<file path="src/rtl/reg_file_mp_pkg.sv">
// Shared types and helpers for the multi-port register file.
// Holds the clear-sequencer state encoding and the byte-lane merge used
// both for the array write path and for the optional read bypass.
package reg_file_mp_pkg;

  typedef enum logic {
    IDLE  = 1'b0,
    CLEAR = 1'b1
  } clr_state_t;

  // Widest word the merge helper handles; callers cast down to their width.
  localparam int unsigned MAX_DATA_WIDTH = 256;
  localparam int unsigned MAX_LANES      = MAX_DATA_WIDTH / 8;

  // Replace each byte lane of old_data with new_data wherever be is set.
  function automatic logic [MAX_DATA_WIDTH-1:0] byte_merge(
    input logic [MAX_DATA_WIDTH-1:0] old_data,
    input logic [MAX_DATA_WIDTH-1:0] new_data,
    input logic [MAX_LANES-1:0]      be
  );
    logic [MAX_DATA_WIDTH-1:0] merged;
    merged = old_data;
    for (int i = 0; i < int'(MAX_LANES); i++) begin
      if (be[i]) begin
        merged[8*i +: 8] = new_data[8*i +: 8];
      end
    end
    return merged;
  endfunction

endpackage

</file>
<file path="src/rtl/reg_file_clr_seq.sv">
// Clear sequencer: walks every address once, one word per cycle, and
// signals completion with a single-cycle clr_done pulse. The counter
// carries one extra bit so the last address is recognised by the carry
// out rather than by a wrapped compare.
module reg_file_clr_seq
  import reg_file_mp_pkg::*;
#(
  parameter int ADDR_WIDTH = 3
) (
  input  logic                  clk,
  input  logic                  reset_n,
  input  logic                  clr_req,
  output logic                  busy,
  output logic                  clr_done,
  output logic                  clr_we,
  output logic [ADDR_WIDTH-1:0] clr_addr
);

  clr_state_t          state;
  logic [ADDR_WIDTH:0] count;
  logic [ADDR_WIDTH:0] count_next;

  assign count_next = count + (ADDR_WIDTH+1)'(1);
  assign clr_addr   = count[ADDR_WIDTH-1:0];

  // Sweep FSM with registered busy/clr_we/clr_done; clr_req is ignored mid-sweep.
  always_ff @(posedge clk or negedge reset_n) begin
    if (!reset_n) begin
      state    <= IDLE;
      count    <= '0;
      busy     <= 1'b0;
      clr_we   <= 1'b0;
      clr_done <= 1'b0;
    end else begin
      clr_done <= 1'b0;
      case (state)
        IDLE: begin
          if (clr_req) begin
            state  <= CLEAR;
            count  <= '0;
            busy   <= 1'b1;
            clr_we <= 1'b1;
          end
        end
        CLEAR: begin
          if (count_next[ADDR_WIDTH]) begin
            state    <= IDLE;
            count    <= '0;
            busy     <= 1'b0;
            clr_we   <= 1'b0;
            clr_done <= 1'b1;
          end else begin
            count <= count_next;
          end
        end
        default: begin
          state  <= IDLE;
          busy   <= 1'b0;
          clr_we <= 1'b0;
        end
      endcase
    end
  end

endmodule

</file>
<file path="src/rtl/reg_file_mp.sv">
// Register file with one byte-enabled write port, two registered read
// ports and a background clear sweep. Writes arriving during a sweep are
// dropped and flagged on wr_drop.
// Optional feature: define REG_FILE_BYPASS_EN to forward an accepted
// write to a same-cycle read of the same address (byte-merged per wr_be).
module reg_file_mp
  import reg_file_mp_pkg::*;
#(
  parameter int DATA_WIDTH = 16,
  parameter int ADDR_WIDTH = 3
) (
  input  logic                    clk,
  input  logic                    reset_n,
  input  logic                    wr_en,
  input  logic [ADDR_WIDTH-1:0]   wr_addr,
  input  logic [DATA_WIDTH/8-1:0] wr_be,
  input  logic [DATA_WIDTH-1:0]   wr_data,
  input  logic [ADDR_WIDTH-1:0]   rd_addr_a,
  input  logic [ADDR_WIDTH-1:0]   rd_addr_b,
  output logic [DATA_WIDTH-1:0]   rd_data_a,
  output logic [DATA_WIDTH-1:0]   rd_data_b,
  input  logic                    clr_req,
  output logic                    busy,
  output logic                    clr_done,
  output logic                    wr_drop
);

  localparam int DEPTH = 2**ADDR_WIDTH;

  logic [DEPTH-1:0][DATA_WIDTH-1:0] mem;
  logic                             clr_we;
  logic [ADDR_WIDTH-1:0]            clr_addr;
  logic                             wr_accept;
  logic [DATA_WIDTH-1:0]            wr_merged;
  logic [DATA_WIDTH-1:0]            next_a;
  logic [DATA_WIDTH-1:0]            next_b;

  reg_file_clr_seq #(
    .ADDR_WIDTH(ADDR_WIDTH)
  ) u_clr_seq (
    .clk      (clk),
    .reset_n  (reset_n),
    .clr_req  (clr_req),
    .busy     (busy),
    .clr_done (clr_done),
    .clr_we   (clr_we),
    .clr_addr (clr_addr)
  );

  assign wr_accept = wr_en && !busy;
  assign wr_drop   = wr_en && busy;
  assign wr_merged = DATA_WIDTH'(byte_merge(MAX_DATA_WIDTH'(mem[wr_addr]),
                                            MAX_DATA_WIDTH'(wr_data),
                                            MAX_LANES'(wr_be)));

`ifdef REG_FILE_BYPASS_EN
  assign next_a = (wr_accept && (wr_addr == rd_addr_a)) ? wr_merged : mem[rd_addr_a];
  assign next_b = (wr_accept && (wr_addr == rd_addr_b)) ? wr_merged : mem[rd_addr_b];
`else
  assign next_a = mem[rd_addr_a];
  assign next_b = mem[rd_addr_b];
`endif

  // Array update: the sweep owns the array while busy, otherwise accepted writes land.
  always_ff @(posedge clk or negedge reset_n) begin
    if (!reset_n) begin
      mem <= '0;
    end else if (clr_we) begin
      mem[clr_addr] <= '0;
    end else if (wr_accept) begin
      mem[wr_addr] <= wr_merged;
    end
  end

  // Both read ports register their word every cycle, independently.
  always_ff @(posedge clk or negedge reset_n) begin
    if (!reset_n) begin
      rd_data_a <= '0;
      rd_data_b <= '0;
    end else begin
      rd_data_a <= next_a;
      rd_data_b <= next_b;
    end
  end

endmodule

</file>
<file path="config.mk">
export PLATFORM = sky130hd
export DESIGN_NAME = reg_file_mp
export DESIGN_NICKNAME = d
export VERILOG_FILES = /design/src/rtl/reg_file_mp_pkg.sv /design/src/rtl/reg_file_clr_seq.sv /design/src/rtl/reg_file_mp.sv
export SDC_FILE = /design/constraint.sdc
export NUM_CORES = 1
export LEC_CHECK = 0
export ABC_AREA = 1
export CAP_MARGIN = 10
export CORE_MARGIN = 2
export CORE_UTILIZATION = 32
export DETAILED_ROUTE_END_ITERATION = 10
export HOLD_SLACK_MARGIN = 0.08
export PLACE_DENSITY = 0.61
export SETUP_SLACK_MARGIN = 0.05
export SLEW_MARGIN = 30
export SYNTH_ARGS = -nofsm -noshare
export SYNTH_HDL_FRONTEND = slang
export SYNTH_SLANG_ARGS = --single-unit
</file>
<file path="constraint.sdc">
create_clock -name clk -period 1.3 [get_ports clk]
set_input_delay 0.39 -clock clk [delete_from_list [all_inputs] [get_ports clk]]
set_output_delay 0.39 -clock clk [all_outputs]
set_load 0.05 [all_outputs]
</file>
== After elaboration in Yosys (flattened, before gate mapping) ==
Cells that the tools add are included.
Widths: inputs -> output; s select.

* Bits in registers: 167
* Bits in latches: 0
* Memory bits (writable): 0
* ROM bits: 0
* Input port bits: 31
* Logic and storage cells: 59
* Memories kept: 0

* $add $sub $neg: 1
* $mul: 0
* Div/mod/pow operators: 0
* $lt $le $gt $ge: 6
* Equality and inequality tests: 2
* Shift-type cells: 0
* Multiplexer cells: 26
* Bitwise logic cells: 3
* Reduce and logical (&&, ||, !) cells: 7

{| class="wikitable"
|+ Operators with widths
! cell !! number
|-
| $mux 128 || 2
|-
| $bmux 16 s3 || 3
|-
| $and 128x128->128 || 1
|-
| $bwmux 128 || 1
|-
| $not 128->128 || 1
|-
| $demux 16 s3 || 2
|-
| $mux 16 || 5
|-
| $lt 3x4->1 const B || 4
|-
| $mux 8 || 2
|-
| $pmux 4 s2 || 1
|-
| $ge 3x1->1 const B || 2
|-
| $mux 1 || 6
|-
| $add 4x1->4 const B || 1
|-
| $logic_and 1x1->1 || 4
|-
| $mux 4 || 1
|-
| $ne 2x2->1 const B || 2
|-
| $pmux 1 s2 || 2
|-
| $mux 3 || 1
|-
| $reduce_and 2->1 || 1
|-
| $reduce_bool 2->1 || 1
|-
| $logic_not 1->1 || 1
|-
| $not 1->1 || 1
|}

== Logic depth before layout (Yosys ltp) ==
Gate-level depths: netlist of run 1.

* Depth after elaboration: 7
* Mapped depth: 10
* Gate-level depth less buffers: 8

== Hierarchy ==
A second synthesis of run 1 with hierarchy kept.

* Cell total of the unflattened synthesis: 1407
* Area total of the unflattened synthesis: 9743.1 µm²

{| class="wikitable"
|+ Modules (own cells, without submodules)
! module !! times used !! cells each !! area an instance (µm²)
|-
| reg_file_mp || 1 || 1378 || 9484.1
|-
| reg_file_clr_seq || 1 || 29 || 259.0
|}

== Worst setup path after synthesis of run 1 ==
Ideal clock, no wire load.

* Kind: register to register
* From: reg u_clr_seq.clr_we
* To: reg mem[118] (netlist bit)
* Arrival: 1597 ps
* Slack: -414 ps
* Stages on the path, launching flop included: 8
* Path buffers: 1
* Clock period less this slack: 1714 ps
* Path through: dfrtp_1 -> inv_2 -> nand3_2 -> nor2_2 -> a21oi_2 -> buf_2 -> nand2_1 -> nand2_1

* Word-level cells in the longest chain between the ends: 3

{| class="wikitable"
|+ RTL lines
! what !! line !! source
|-
| start, declared || reg_file_clr_seq.sv:15 || <nowiki>output logic clr_we,</nowiki>
|-
| start signal, assigned || reg_file_clr_seq.sv:32 || <nowiki>clr_we <= 1'b0;</nowiki>
|-
| start signal, assigned || reg_file_clr_seq.sv:42 || <nowiki>clr_we <= 1'b1;</nowiki>
|-
| start signal, assigned || reg_file_clr_seq.sv:50 || <nowiki>clr_we <= 1'b0;</nowiki>
|-
| $logic_not 1->1 || n/a ||
|-
| $logic_and 1x1->1 || n/a ||
|-
| $reduce_bool 2->1 (no line) || n/a ||
|-
| end signal, assigned by index || reg_file_mp.sv:71 || <nowiki>mem[wr_addr] <= wr_merged;</nowiki>
|-
| end, declared || reg_file_mp.sv:30 || <nowiki>logic [DEPTH-1:0][DATA_WIDTH-1:0] mem;</nowiki>
|}

Several ways; a longest one is shown, not always the timed one.
A chain may end at the register's enable or synchronous reset.

==> summary.md, run 1 <==
| Metric | Value |
|---|---|
| IO Port Bufs | 65 |
| Clock sink count | ~170 |
| # rows | 64 |
| Clk slew on worst S/H paths | ~0.070 ns |
| Worst-Skew Late Latency | around 0.43 ns |
| Syn_nets | 1509 |
| Design Power | between 20 and 25 mW |
| Total gr overflow | 0 |
| Violated checks | setup timing |
| # fillers | between 3000 and 4000 |
| First-pass GRT wire length | about 60000 µm |
| Final ANT Viol Nets | 0 |
| Post-synthesis cell area | 0.01007 mm² |
| CTS H-tree lvls | 4 |
| Critical Path, Cell by Cell | buf_6, nand2_4, clkinvlp_4, buf_12 |
| Compound-Gate Fraction of Synth Area | 0.1641 |
| DP Cell Count | 1951 |
| Die footprint | approximately 0.033 mm² |
| Post-layout net count | around 1600 |
| Fin crit share | 1.255 |
| Iter 0 DRT Violations | approximately 1300 |
| YS warnings | 0 |
| Largest cells by area after synthesis | dfrtp_1 (41%), nand2_1 (14%), nand3_1 (13%) |
| CTS Buffer Depth | 2 |
| Minimum clock period | around 1.6 ns |
| Asr flop ratio synth | 1.000 |
| Pwr/cell area | ~1600 mW/mm² |
| Initial antenna violation count | 2 |
| P&R area growth vs syn | 36.34% |
| Gpl congestion | 0.9010 |
| Root Buffer | clkbuf_16 |
| Detailed Routing Iterations Pass 1 | 7 |
| CTS tree | built |
| Die Width | around 180 µm |
| Final non-filler cell total | between 2000 and 2500 |
| Final hold violation count | 0 |
| Final setup viols | around 160 |
| WS Path Type | flop to output port |
| DP Area | 0.01267 mm² |
| Cell taking the most area after synthesis | dfrtp_1 |
| Synth Area in Simple Gates | 0.3266 |
| Tot GR Track Use | 0.2362 |
| Sequential share of the synthesized area | 0.4124 |
| Synth Area in XOR/XNOR | 0.0008696 |
| Largest net degree at the start of global routing | 66 |
| RSZ-0062 raised after global routing | yes |
| Worst slack, placed | -0.7713 ns |
| Max-cap violations | 0 |
| Starting Density | 0.3267 |
| DRC | 0 |
| Inserted Clock Buffers | 17 |
| HP Class | primary input to flop |
| WP data required | about 0.91 ns |
| Synth Flop Type | dfrtp_1 |
| Synth unique cells | 27 |
| Wirelength per Cell | 19.66 µm |
| CP arrival | roughly 1.2 ns |
| CP max stage cell | dfrtp_2 |
| Worst-path maximum fanout | 2 |
| Vias in the first global route | around 10000 |
| Vias | around 11000 |
| Slew HR | 0.7515 |
| Fmax | ~610 MHz |
| Pleak | 6.725 nW |
| Finished layout cell area | 0.01373 mm² |
| Post-synthesis adder-cell area fraction | 0.001242 |
| Gate Count Post-Synth | between 1000 and 1500 |
| Yosys top cell area share | 0.4124 |
| Status | finished, violations left |
| Startpoint Class | flop |
| Share of cells above drive strength 1 | 0.1850 |
| Post-synth EDFFs | 0 |
| Die Ht | 181.4 µm |
| Io pins | 66 |
| DPL Wire Length | about 25000 µm |
| Crit-path max cell delay | slightly above 0.4 ns |
| Final setup margin | -0.3321 ns |
| Most frequent cell after synthesis | nand2_1 |
| Clock Skew | around 0.011 ns |
| Mean Syn Cell Area | 6.819 µm² |
| Max Slew Vio Count | 0 |
| Commonest cells post-synth | nand2_1 (387), nand3_1 (257), dfrtp_1 (166) |
| FF+latch count, synth | between 150 and 200 |
| Drt via density | roughly 5.5 |
| Core Area | between 0.03 and 0.04 mm² |
| Max VDD drop | approximately 1 mV |
| Critical path endpoint category | output port |
| Final wirelength | about 40000 µm |
| Worst-Margin Slew | 0.3688 ns |
| Main combinational cell family by area after synthesis | simple AND/OR/NAND/NOR gates |
| Post-synthesis mux area share | 0 |
| Hold slack | 0.4224 ns |
-- kinds of logic after synthesis --
kind of cell | after synthesis
AO/OA/AOI/OAI | 312
XOR/XNOR | 1
adder cells (fa/ha/maj) | 1
buffers and inverters | 243
flip-flops | 166
AND/OR/NAND/NOR | 754
-- through the flow --
step                utilization  setup TNS (ns)
floorplan                     -          -14.64
detailed placement       0.4111         -108.24
finish                   0.4454          -26.31
global placement         0.4111         -104.82
global route             0.4454          -34.83
CTS                      0.4391          -24.47
-- final timing paths --
kind | end | depth (start not counted) | slack [ns] | start
worst max-delay path | wr_drop | 4 | -0.33 | u_clr_seq.clr_we$_DFFE_PN0P_
worst min-delay path | rd_data_a[5]$_DFF_PN0_ | 4 | 0.42 | rd_addr_a[0]
worst max register to register | mem[69]$_DFFE_PN0P_ | 9 | -0.27 | u_clr_seq.clr_we$_DFFE_PN0P_
worst min register to register | mem[31]$_DFFE_PN0P_ | 2 | 0.48 | mem[31]$_DFFE_PN0P_
max in group asynchronous | mem[76]$_DFFE_PN0P_ | 3 | 0.37 | reset_n
min in group asynchronous | mem[30]$_DFFE_PN0P_ | 2 | 0.43 | reset_n
-- power breakdown --
group / switching, mW / internal (mW) / total (mW)
clock network: 2.25 / 2.91 / 5.16
registers: 1.20 / 6.63 / 7.83
logic: 5.33 / 3.77 / 9.10
total: 8.78 / 13.3 / 22.1
-- critical path, delay by kind of cell, from the launching register on --
kind	cells	cell delay [ns]
DFF	1	0.41
and+or+nand+nor	1	0.05
buffers and inverters	3	0.35
-- registers in the layout, indices dropped and copies added, names as in the netlist --
register,cells
rd_data_b,16
u_clr_seq.state,1
rd_data_a,16
u_clr_seq.count,3
u_clr_seq.clr_done,1
u_clr_seq.clr_we,1
mem,128
-- layout by cell type, fill, tap and decap left out, types with 2 or more instances in the layout --
cell type        count
nand4_1              2
nand3_2             18
inv_1              122
a21oi_2              2
nand2_1            371
buf_16               2
buf_2                3
clkbuf_16           21
inv_6                5
nand2_2             25
bufinv_16            2
nor2_1              68
buf_4               63
dlygate4sd2_1        4
buf_12              85
inv_2                9
o21a_1              32
buf_6               12
clkinvlp_4           6
inv_4                5
buf_8                3
a21oi_1            126
clkinv_1             2
nand2_4              2
o21ai_1             12
nand3_1            240
nor2_4               9
o21ai_0            137
or2_2               16
clkdlybuf4s50_1     21
dfrtp_1            165
-- cell type report --
class | count | area [µm²] | area share
diodes | 1 | 2.502 | 0.0001822
clock buffers | 19 | 442.9 | 0.03226
clock inverters | 13 | 146.4 | 0.01066
inverters | 140 | 546.8 | 0.03982
multi-input cells | 1068 | 5152 | 0.3752
flip-flops and latches | 166 | 4155 | 0.3026
well taps | 396 | 495.5 | 0.03608
repair buffers | 199 | 2790 | 0.2032
-- routing by layer --
metal  global-route usage  vias to the layer above  share of wire
li1                     -                     5055              -
met1               0.3340                     5197           0.41
met2               0.3589                      637           0.44
met3              0.03771                      108           0.12
met4              0.09789                        0          0.035
met5                    0                        -              0
-- what timing repair did --
action | CTS | global route
hold endpoints to repair | 19 | 0
endpoints found under the setup margin | 191 | 166
hold buffers | 1 | 0
pin swaps | 9 | 4
buffers inserted | 8 | 3
cloned | 3 | 3
gates resized for setup | 40 | 28
(Power assumes the default switching activity.)
==> run 2: changes to the inputs <==
--- a/config.mk
+++ b/config.mk
@@ -6,12 +6,13 @@
 export NUM_CORES = 1
 export LEC_CHECK = 0
 export ABC_AREA = 1
+export ABC_CLOCK_PERIOD_IN_PS = 1300
 export CAP_MARGIN = 10
 export CORE_MARGIN = 2
-export CORE_UTILIZATION = 32
+export CORE_UTILIZATION = 30
 export DETAILED_ROUTE_END_ITERATION = 10
 export HOLD_SLACK_MARGIN = 0.08
-export PLACE_DENSITY = 0.61
+export PLACE_DENSITY = 0.59
 export SETUP_SLACK_MARGIN = 0.05
 export SLEW_MARGIN = 30
 export SYNTH_ARGS = -nofsm -noshare
==> summary.md, run 2 (same netlist as run 1, synthesis figures left out) <==
| Metric | Value |
|---|---|
| Starting Density | 0.3026 |
| Share of cells above drive strength 1 | 0.1791 |
| Clock sink count | 166 |
| Fin crit share | 1.263 |
| Die Width | ~190 µm |
| Wirelength per Cell | between 15 and 20 µm |
| Worst r2r src | u_clr_seq.clr_we$_DFFE_PN0P_ |
| # rows | 67 |
| Final ANT Viol Nets | 0 |
| Die footprint | between 0.03 and 0.04 mm² |
| Clock Skew | ~0.0097 ns |
| Slew HR | 0.7592 |
| Worst slack, placed | -0.8169 ns |
| Biggest register | mem |
| CP startpoint | u_clr_seq.clr_we$_DFFE_PN0P_ |
| Tot GR Track Use | 0.2234 |
| Max VDD drop | between 1 and 1.5 mV |
| First-pass GRT wire length | 60070 µm |
| Max-cap violations | 0 |
| N_diodes | 0 |
| Final wirelength | roughly 40000 µm |
| Detailed Routing Iterations Pass 1 | 5 |
| Io pins | 66 |
| WP data required | 0.91 ns |
| Core Area | ~0.033 mm² |
| Fmax | 608.9 MHz |
| RSZ-0062 raised after global routing | yes |
| Worst-path maximum fanout | 2 |
| Total gr overflow | 0 |
| WS Path Type | flop to output port |
| Status | finished, violations left |
| Multi-input gate area | roughly 0.0052 mm² |
| Biggest regs | mem: 128 flops, rd_data_a: 16 flops, rd_data_b: 16 flops |
| Vias in the first global route | just over 10000 |
| Crit-path max cell delay | 0.41 ns |
| Final setup viols | about 160 |
| IO Port Bufs | 65 |
| Final hold violation count | 0 |
| Commonest non-fill, non-tap cell in the layout | nand2_1 |
| # fillers | approximately 3400 |
| Worst-Margin Slew | 0.3613 ns |
| Startpoint Class | flop |
| Die Ht | about 190 µm |
| CP top delay family | flip-flops |
| Clk slew on worst S/H paths | ~0.06 ns |
| Critical Path, Cell by Cell | buf_6, nand2_4, clkinvlp_4, buf_12 |
| Post-layout net count | about 1600 |
| Minimum clock period | roughly 1.6 ns |
| Seq. cell area | about 0.0042 mm² |
| CTS H-tree lvls | 4 |
| Gpl congestion | 0.8727 |
| Pwr/cell area | 1599 mW/mm² |
| CP Buf/Inv Count | 3 |
| Violated checks | setup timing |
| Pleak | 6.674 nW |
| Initial antenna violation count | 2 |
| Worst-Skew Late Latency | about 0.44 ns |
| Critical path endpoint category | output port |
| Final Util | 0.4126 |
| Drt via density | between 5 and 6 |
| P&R area growth vs syn | 36.34% |
| Final setup margin | -0.3422 ns |
| Max reg flops | 128 |
| CTS tree | built |
| CTS Buffer Depth | 2 |
| Vias | about 11000 |
| Inserted Clock Buffers | 17 |
| Iter 0 DRT Violations | 1245 |
| Root Buffer | clkbuf_16 |
| DPL Wire Length | 24830 µm |
| DRC | 0 |
| Largest net degree at the start of global routing | 50 |
| Hold slack | 0.3998 ns |
| Max Slew Vio Count | 0 |
| Commonest non-fill, non-tap cells in the layout | nand2_1 (376), nand3_1 (232), dfrtp_1 (165) |
| CP max stage cell | dfrtp_2 |
| CP arrival | 1.25 ns |
| HP Class | primary input to asynchronous set/reset pin |
run 2: changes by cell type in the layout (fill, tap and decap cells not counted), moves of 3 or more:
cell | before | now
nand3_1 | 240 | 232
clkbuf_1 | 1 | 4
buf_6 | 12 | 9
nand3_2 | 18 | 26
inv_6 | 5 | 1
nand2_1 | 371 | 376
clkinv_2 | 1 | 4
buf_4 | 63 | 54
buf_16 | 2 | 5
clkinvlp_4 | 6 | 2
nand2_2 | 25 | 19
run 2: path summary, 6_finish.rpt:
kind,endpoint,slack [ns],cells past startpoint
min in group clk,mem[31]$_DFFE_PN0P_,0.47,2
hold / removal,mem[124]$_DFFE_PN0P_,0.40,2
setup / recovery,wr_drop,-0.34,4
max in group asynchronous,rd_data_b[4]$_DFF_PN0_,0.36,3
hold reg to reg,mem[31]$_DFFE_PN0P_,0.47,2
setup reg to reg,mem[66]$_DFFE_PN0P_,-0.27,9
run 2: cell type report:
class	count	share of cell area
repair buffers	185	0.1944
clock inverters	8	0.007016
multi-input cells	1068	0.3784
well taps	448	0.04082
clock buffers	24	0.03508
flip-flops and latches	166	0.3026
inverters	140	0.04173
run 2: power breakdown:
part	leakage [nW]	internal [mW]	total, mW	switching, mW
logic	4.17	3.69	9.00	5.31
clock network	0.284	2.98	5.11	2.14
registers	2.22	6.64	7.85	1.21
run 2: metal layers:
layer | wire, µm | track usage
met1 | 16780 | 0.2909
met2 | 17880 | 0.3573
met3 | 3654 | 0.04934
met4 | 1412 | 0.09646
met5 | 11 | 0
run 2: repair_timing:
action / in CTS / in global routing
pin swaps: 7 / 16
cloned: 5 / 3
resized for setup: 56 / 34
setup endpoints to repair: 194 / 169
hold buffers: 1 / 0
setup buffers: 8 / 5
hold endpoints to repair: 18 / 0
run 2: metrics by stage:
stage          TNS, ns  std cells  instance area (µm²)  total power, mW
3_5_place_dp   -110.28       1986                12540            16.06
3_3_place_gp   -108.39       1986                12540            15.91
2_1_floorplan   -14.64       1477                10330            12.34
4_1_cts         -23.88       2032                13500            21.72
6_report        -25.60       2039                13730            21.96
5_1_grt         -36.03       2039                13730            23.19
==> run 3: changes to the inputs <==
--- a/config.mk
+++ b/config.mk
@@ -10,6 +10,7 @@
 export CAP_MARGIN = 10
 export CORE_MARGIN = 2
 export CORE_UTILIZATION = 30
+export CTS_CLUSTER_DIAMETER = 80
 export DETAILED_ROUTE_END_ITERATION = 10
 export HOLD_SLACK_MARGIN = 0.08
 export PLACE_DENSITY = 0.59
==> results of run 3 <==
No change in the layout: final DEF, timing and power equal those of run 2.
